**src/rtl/branch_history_table_pkg.sv**
```systemverilog
// Shared constants and helpers for the branch history table and its delay line.
package branch_history_table_pkg;

   localparam int unsigned PC_W    = 32;
   localparam int unsigned IDX_LSB = 2;

   // Weakly-not-taken start value: one below the counter midpoint.
   function automatic int unsigned ctr_init(input int unsigned ctr_w);
      return (32'd1 << (ctr_w - 1)) - 32'd1;
   endfunction

endpackage

```
**src/rtl/branch_history_table_delay_line.sv**
```systemverilog
// Shift register carrying {valid, index, predicted} from decode lookup to MEM-stage update.
module branch_history_table_delay_line
   import branch_history_table_pkg::*;
#(
   parameter int unsigned DEPTH = 2,
   parameter int unsigned IDX_W = 6
) (
   input  logic             clk,
   input  logic             reset,
   input  logic             valid_i,
   input  logic [IDX_W-1:0] idx_i,
   input  logic             pred_i,
   output logic             valid_o,
   output logic [IDX_W-1:0] idx_o,
   output logic             pred_o
);

   logic [DEPTH-1:0] valid_q, valid_d;
   logic [DEPTH-1:0] pred_q, pred_d;
   logic [IDX_W-1:0] idx_q [DEPTH];
   logic [IDX_W-1:0] idx_d [DEPTH];

   // No stalls in the pipeline, so every slot advances every cycle.
   always_comb begin
      valid_d[0] = valid_i;
      pred_d[0]  = pred_i;
      idx_d[0]   = idx_i;
      for (int i = 1; i < int'(DEPTH); i++) begin
         valid_d[i] = valid_q[i-1];
         pred_d[i]  = pred_q[i-1];
         idx_d[i]   = idx_q[i-1];
      end
   end

   always_ff @(posedge clk) begin
      if (reset) begin
         valid_q <= '0;
         pred_q  <= '0;
         for (int i = 0; i < int'(DEPTH); i++) idx_q[i] <= '0;
      end else begin
         valid_q <= valid_d;
         pred_q  <= pred_d;
         for (int i = 0; i < int'(DEPTH); i++) idx_q[i] <= idx_d[i];
      end
   end

   assign valid_o = valid_q[DEPTH-1];
   assign pred_o  = pred_q[DEPTH-1];
   assign idx_o   = idx_q[DEPTH-1];

endmodule

```
**src/rtl/branch_history_table.sv**
```systemverilog
// PC-indexed table of saturating counters: predicts in decode, trains from MEM, counts mispredicts.
module branch_history_table
   import branch_history_table_pkg::*;
#(
   parameter int unsigned INDEX_W        = 6,
   parameter int unsigned CTR_W          = 2,
   parameter int unsigned UPDATE_LATENCY = 2,
   parameter int unsigned PERF_W         = 32
) (
   input  logic              clk,
   input  logic              reset,
   input  logic              lookup_valid,
   input  logic [PC_W-1:0]   lookup_pc,
   input  logic [PC_W-1:0]   lookup_offset,
   output logic              prediction,
   output logic [PC_W-1:0]   branch_addr,
   input  logic              update_valid,
   input  logic              actual_taken,
   output logic              mispredict,
   output logic [PERF_W-1:0] branch_count,
   output logic [PERF_W-1:0] mispredict_count
);

   localparam int unsigned      ENTRIES  = 1 << INDEX_W;
   localparam logic [CTR_W-1:0] CTR_INIT = CTR_W'(ctr_init(CTR_W));
   localparam logic [CTR_W-1:0] CTR_MAX  = '1;

   logic [CTR_W-1:0]   table_q [ENTRIES];
   logic [INDEX_W-1:0] lookup_idx;
   logic               old_valid, old_pred;
   logic [INDEX_W-1:0] old_idx;
   logic               do_update;
   logic [CTR_W-1:0]   ctr_old, ctr_d;
   logic [PERF_W-1:0]  branch_count_q, branch_count_d;
   logic [PERF_W-1:0]  mispredict_count_q, mispredict_count_d;
   logic               mispredict_q, mispredict_d;

   assign lookup_idx  = lookup_pc[IDX_LSB +: INDEX_W];
   assign prediction  = lookup_valid & table_q[lookup_idx][CTR_W-1];
   assign branch_addr = lookup_pc + lookup_offset;

   branch_history_table_delay_line #(
      .DEPTH (UPDATE_LATENCY),
      .IDX_W (INDEX_W)
   ) u_delay_line (
      .clk     (clk),
      .reset   (reset),
      .valid_i (lookup_valid),
      .idx_i   (lookup_idx),
      .pred_i  (prediction),
      .valid_o (old_valid),
      .idx_o   (old_idx),
      .pred_o  (old_pred)
   );

   // update_valid only acts when the oldest slot holds a live lookup; a flushed branch is a no-op.
   assign do_update = update_valid & old_valid;
   assign ctr_old   = table_q[old_idx];

   always_comb begin
      ctr_d = ctr_old;
      if (actual_taken) begin
         if (ctr_old != CTR_MAX) ctr_d = ctr_old + CTR_W'(1);
      end else begin
         if (ctr_old != '0) ctr_d = ctr_old - CTR_W'(1);
      end
   end

   always_comb begin
      branch_count_d     = branch_count_q;
      mispredict_count_d = mispredict_count_q;
      mispredict_d       = 1'b0;
      if (do_update) begin
         if (~&branch_count_q) branch_count_d = branch_count_q + PERF_W'(1);
         if (actual_taken != old_pred) begin
            mispredict_d = 1'b1;
            if (~&mispredict_count_q) mispredict_count_d = mispredict_count_q + PERF_W'(1);
         end
      end
   end

   // Lookups read table_q directly, so a same-cycle update is seen only on the next cycle.
   always_ff @(posedge clk) begin
      if (reset) begin
         for (int i = 0; i < int'(ENTRIES); i++) table_q[i] <= CTR_INIT;
      end else if (do_update) begin
         table_q[old_idx] <= ctr_d;
      end
   end

   always_ff @(posedge clk) begin
      if (reset) begin
         branch_count_q     <= '0;
         mispredict_count_q <= '0;
         mispredict_q       <= 1'b0;
      end else begin
         branch_count_q     <= branch_count_d;
         mispredict_count_q <= mispredict_count_d;
         mispredict_q       <= mispredict_d;
      end
   end

   assign branch_count     = branch_count_q;
   assign mispredict_count = mispredict_count_q;
   assign mispredict       = mispredict_q;

endmodule

```
**config.mk**
```make
export PLATFORM = sky130hd
export DESIGN_NAME = branch_history_table
export DESIGN_NICKNAME = d
export VERILOG_FILES = /design/src/rtl/branch_history_table_pkg.sv /design/src/rtl/branch_history_table_delay_line.sv /design/src/rtl/branch_history_table.sv
export SDC_FILE = /design/constraint.sdc
export NUM_CORES = 1
export LEC_CHECK = 0
export ABC_AREA = 1
export ABC_CLOCK_PERIOD_IN_PS = 7400
export CORE_MARGIN = 3
export CORE_UTILIZATION = 34
export CTS_BUF_LIST = sky130_fd_sc_hd__clkbuf_4
export DETAILED_ROUTE_END_ITERATION = 12
export GPL_TIMING_DRIVEN = 0
export HOLD_SLACK_MARGIN = 0.08
export SYNTH_ARGS = -nofsm -noshare
export SYNTH_HDL_FRONTEND = slang
export SYNTH_SLANG_ARGS = --single-unit
```
**constraint.sdc**
```tcl
create_clock -name clk -period 7.4 [get_ports clk]
set_input_delay 1.48 -clock clk [delete_from_list [all_inputs] [get_ports clk]]
set_output_delay 1.48 -clock clk [all_outputs]
set_load 0.005 [all_outputs]
```
# After elaboration in Yosys (flattened, before gate mapping)
# Memories as Yosys holds them, arrays and structs flattened.
# Cells that the tools add are included.
# op_classes
reduce_logical	7
bitwise_logic	7
n_eq_ne	2
n_mux	15
add_sub_neg	5
# ops
operator	n
adder 32 x 1 -> 32 bit (second input constant)	2
AND reduction 32 bit	2
adder 32 bit	1
2-to-1 mux 6 bit	3
2-to-1 mux 1 bit	8
2-to-1 mux 2 bit	4
OR reduction 2 bit	2
NOT 1 bit	3
AND reduction 3 bit	1
adder 2 x 1 -> 2 bit (second input constant)	1
AND 1 bit	2
inequality test 2 bit (second input constant)	1
OR 1 bit	2
AND reduction 2 bit	1
nonzero test 2 bit	1
subtractor 2 x 1 -> 2 bit (second input constant)	1
inequality test 1 bit	1
# word_totals
ramBits	140
word_cells	43
memories	2
out_inout_bits	98
in_bits	69
regBits	69
# mem_list
memory	depth	width	rd	rd_ports_with_merged_regs	write_ports	line	rtl
table_q	64	2	2	0	64	branch_history_table.sv:28	logic [CTR_W-1:0] table_q [ENTRIES];
u_delay_line.idx_q	2	6	2	0	2	branch_history_table_delay_line.sv:20	logic [IDX_W-1:0] idx_q [DEPTH];

# Depth between registers and ports, before layout
# depth
depth_word	6
ltp_mapped	18
mapped_depth_nobuf	15

# Hierarchy
# From an unflattened synthesis, not the netlist that was laid out.
# unflattened
cells_unflattened	1996
hier_area_um2	13673.1
# modules_own_cells
module	n_inst	cells_per_inst	area_each_um2	seq_area_each_um2
branch_history_table	1	1946	13198.9	5144.9
branch_history_table_delay_line	1	50	474.2	320.3

# Worst setup path after synthesis
# Ideal clock, no wire load.
# synth_path
path_type	input -> output
from	input port lookup_pc[0]
to	output port branch_addr[30]
n_path_buf	0
t_arrival_ps	3331
path_stages	9
slack_ps	2589
path_cell_list	ha_1 -> inv_1 -> fa_1 -> o21ai_0 -> a21oi_1 -> o21ai_0 -> nand3_1 -> nand2_1 -> xor2_1
# synth_between
elab_chain_len	1
# synth_rtl
item	line	rtl
from (decl)	branch_history_table.sv:13	input logic [PC_W-1:0] lookup_pc,
adder 32 bit	branch_history_table.sv:40	assign branch_addr = lookup_pc + lookup_offset;
to (decl)	branch_history_table.sv:16	output logic [PC_W-1:0] branch_addr,
# Every way passes these cells.

# Worst setup path after layout
# layout_path
from	input port lookup_offset[0]
to	output port branch_addr[30]
# layout_between
elab_chain_len	1
# layout_rtl
item	line	rtl
from (decl)	branch_history_table.sv:14	input logic [PC_W-1:0] lookup_offset,
adder 32 bit	branch_history_table.sv:40	
# Every way passes these cells.

==> reports/metrics.csv <==
stage,metric,value,unit
run_status,status,completed,
global_routing,grt-ovfl-total,0,
floorplanning,dieArea,0.0421,mm²
detailed_routing,routed_via_density,5.13,
timing,setup_viol,0,
timing,whs,389,ps
global_routing,grt_pass1_vias,13600,
worst_setup_path,r2r_cells,11,
timing,hold_viol,0,
synth,synth_top_area_share,28.5,%
detailed_routing,drcViolationCount,0,
timing,slew_headroom,37.6,%
timing,setup_ws,1090,ps
timing,rsz0062_at_grt,no,
detailed_routing,postRouteAntennaNets,0,
floorplanning,ios,167,
floorplanning,start_util,34.7,%
global_routing,antenna_found_initial,1,
layout,regArea,0.00547,mm²
clocking,cts.clk_slew.worst_paths,70,ps
worst_setup_path,r2r_setup_slack,4480,ps
clocking,ctsLongestPathBuffers,3,
timing,finalSetupTns,0,ps
detailed_routing,wirelength,49.8,mm
clocking,cts_hold_buf,0,
clocking,cts_buffers,58,
synth,avgSynthCellArea,6.83,µm²
global_routing,grt_pass1_wl,75.2,mm
clocking,htreeDepth,2,
synth,synth_cells,1978,
min_path,worstHoldStart,u_delay_line.idx_q[0][4],
worst_setup_path,r2r-start,u_delay_line.idx_q[0][8],
placed_design,place.gp.congestion,0.950,
timing,fin_skew,73.0,ps
worst_setup_path,critPathKind,in2out,
detailed_routing,via_count,14200,
worst_setup_path,r2r_end,table_q[44][0],
timing,maxSlewViolCount,0,
synth,synth_area,0.0135,mm²
layout,drive_above_1_share,6.23,%
synth,yosysTopAreaCell,edfxtp_1,
worst_setup_path,start_kind,input pin,
synth,ys_types,38,
timing,final.min_clock_period,6310,ps
layout,multiInputGateArea,0.00665,mm²
clocking,clock_sinks,209,
worst_setup_path,cp_max_fo,5,
floorplanning,dieWidth,205,µm
clocking,clock_latency,760,ps
min_path,hold_path_depth,2,
synth,synth_area_leaders,"edfxtp_1 (28%), nand2_1 (16%), dfxtp_1 (12%)",
worst_setup_path,arrival,4830,ps
worst_setup_path,crit_required,5920,ps
timing,clock.fmax,0.159,GHz
synth,yosysSeqAreaShare,40.5,%
min_path,holdPathEnd,u_delay_line.idx_q[0][10],
clocking,post_cts_buffers,0,
floorplanning,die_y,205,µm
detailed_routing,drtIter0Drc,1283,
power_and_ir_drop,power_density,174,mW/mm²
detailed_routing,wl_per_cell,18.0,µm
worst_setup_path,end_kind,primary output,
layout,nNetsFinal,2307,
placed_design,dp_hpwl,35.9,mm
detailed_routing,first_pass_iters,5,
clocking,root_buffer,clkbuf_4,
timing,fin_crit_sh,85.3,%
power_and_ir_drop,irDropWorstVdd,107,µV
clocking,cts_resized,0,
layout,fillers,4150,
min_path,hold_path.class,reg2reg,
placed_design,pre_cts_slack,1050,ps
placed_design,numPortBuffers,166,
synth,synth-seq-cells,209,
power_and_ir_drop,leakagePower,6.52,nW
layout,areaGrowthSynthToFinish,22.5,%
run,max-cap-violations,0,
floorplanning,coreArea,0.0389,mm²
timing,tightest_slew,935,ps
global_routing,grt_max_degree,16,
clocking,cts_tree,built,
floorplanning,placement_rows,72,
synth,syn-num-nets,2081,
global_routing,grt.total_usage,23.0,%
synth,yosysWarningCount,0,
[routing by layer]
layer | routed length [µm] | track usage, % | share of wire (%) | vias up
li1 | - | - | - | 6830
met1 | 21300 | 30.2 | 43 | 6599
met2 | 22800 | 37.5 | 46 | 617
met3 | 3950 | 4.49 | 7.9 | 130
met4 | 1740 | 8.59 | 3.5 | 0
met5 | 0 | 0 | 0 | -
[synthesized netlist by cell type]
cell,instances
nand3_1,164
nor3_1,47
buf_6,7
buf_1,1
clkbuf_1,30
o211ai_1,3
buf_2,26
a21o_1,4
a21oi_1,123
nor4_1,3
a21boi_0,2
o21ai_1,10
xnor2_1,19
o21bai_1,2
xor2_1,31
a31oi_1,3
nor2_1,294
nand2_4,1
inv_2,3
nor2_2,3
nand2_2,1
and3_1,2
edfxtp_1,128
buf_4,8
nand2_1,571
inv_1,261
ha_1,33
nand4_1,20
clkinv_1,2
nor3b_1,4
inv_4,1
dfxtp_1,81
o21a_1,5
nand3b_2,1
o21ai_0,78
o211ai_2,1
nand3b_1,4
fa_1,1
[critical path, stage by stage]
cell and delay, ps:
clkdlybuf4s50_1 470, ha_1 200, inv_1 90, fa_1 400, o21ai_0 580, a21oi_1 250, o21ai_0 440, nand3_1 120
nand2_1 130, xor2_1 150, clkdlybuf4s50_1 520
[cell type report]
type | instances | area share, %
multi-input combinational | 1430 | 40.2
clock inverter | 18 | 0.575
clock buffer | 84 | 3.81
sequential | 209 | 33.0
timing repair buffer | 166 | 10.0
antenna | 2 | 0.0303
tap | 518 | 3.92
inverter | 267 | 6.07
buffer | 72 | 2.33
[flip-flops by register name, indices dropped and copies added (netlist names)]
register / cells
u_delay_line.idx_q: 12
mispredict_count: 32
mispredict: 1
branch_count: 32
u_delay_line.valid_q: 2
table_q: 128
u_delay_line.pred_q: 2
[worst max-delay path by stage]
stage	from	end	slack [ps]	cells after the start
final	lookup_offset[0]	branch_addr[30]	1090	11
after global placement	lookup_pc[0]	branch_addr[30]	1060	11
after detailed placement	lookup_offset[0]	branch_addr[30]	1050	11
after global routing	lookup_offset[0]	branch_addr[22]	750	10
after CTS	lookup_offset[0]	branch_addr[30]	1020	11
after floorplan	lookup_pc[0]	branch_addr[30]	2590	9
[cell families after synthesis]
logic type / Yosys count / share of synthesized area (%)
adders and majority gates: 34 / 3.21
xor gates and xnor gates: 50 / 3.24
DFF: 209 / 40.5
buffers and inverters: 339 / 10.3
AOI/OAI and AO/OA: 231 / 8.94
and+or+nand+nor: 1115 / 33.8
[power by group]
| part | internal, mW | leakage, nW | total, mW | switching (mW) |
|---|---|---|---|---|
| Clock | 0.551 | 0.435 | 1.07 | 0.520 |
| Combinational | 0.215 | 4.32 | 0.555 | 0.340 |
| Sequential | 1.25 | 1.77 | 1.26 | 0.00938 |
| Total | 2.01 | 6.52 | 2.88 | 0.869 |
[per-stage QoR]
step,util [%],std cells,instance area [µm²],power [mW]
floorplan,-,1978,13500,1.57
global placement,40.6,2662,15800,1.83
detailed placement,40.6,2662,15800,1.83
CTS,42.5,2764,16500,2.89
global route,42.5,2765,16500,3.01
finish,42.5,2766,16500,2.88
[placed cells by master (no fill, tap or decap), types with 2 or more instances in the layout]
cell / instances
o21a_1: 5
edfxtp_1: 128
buf_2: 26
a31oi_1: 3
and3_1: 2
a21oi_1: 123
buf_6: 7
clkinv_1: 16
o21ai_0: 78
nand4_1: 20
nor2_1: 294
xor2_1: 31
nand3b_1: 4
clkbuf_1: 30
xnor2_1: 19
nor2_2: 3
inv_2: 5
ha_1: 33
nand2_1: 571
a21boi_0: 2
nor4_1: 3
o21bai_1: 2
clkbuf_4: 84
nor3_1: 47
dfxtp_1: 81
buf_4: 8
o211ai_1: 3
nor3b_1: 4
clkdlybuf4s50_1: 166
o21ai_1: 10
diode_2: 2
inv_1: 261
nand3_1: 164
a21o_1: 4
No activity file was read; power rests on OpenSTA's default activity.
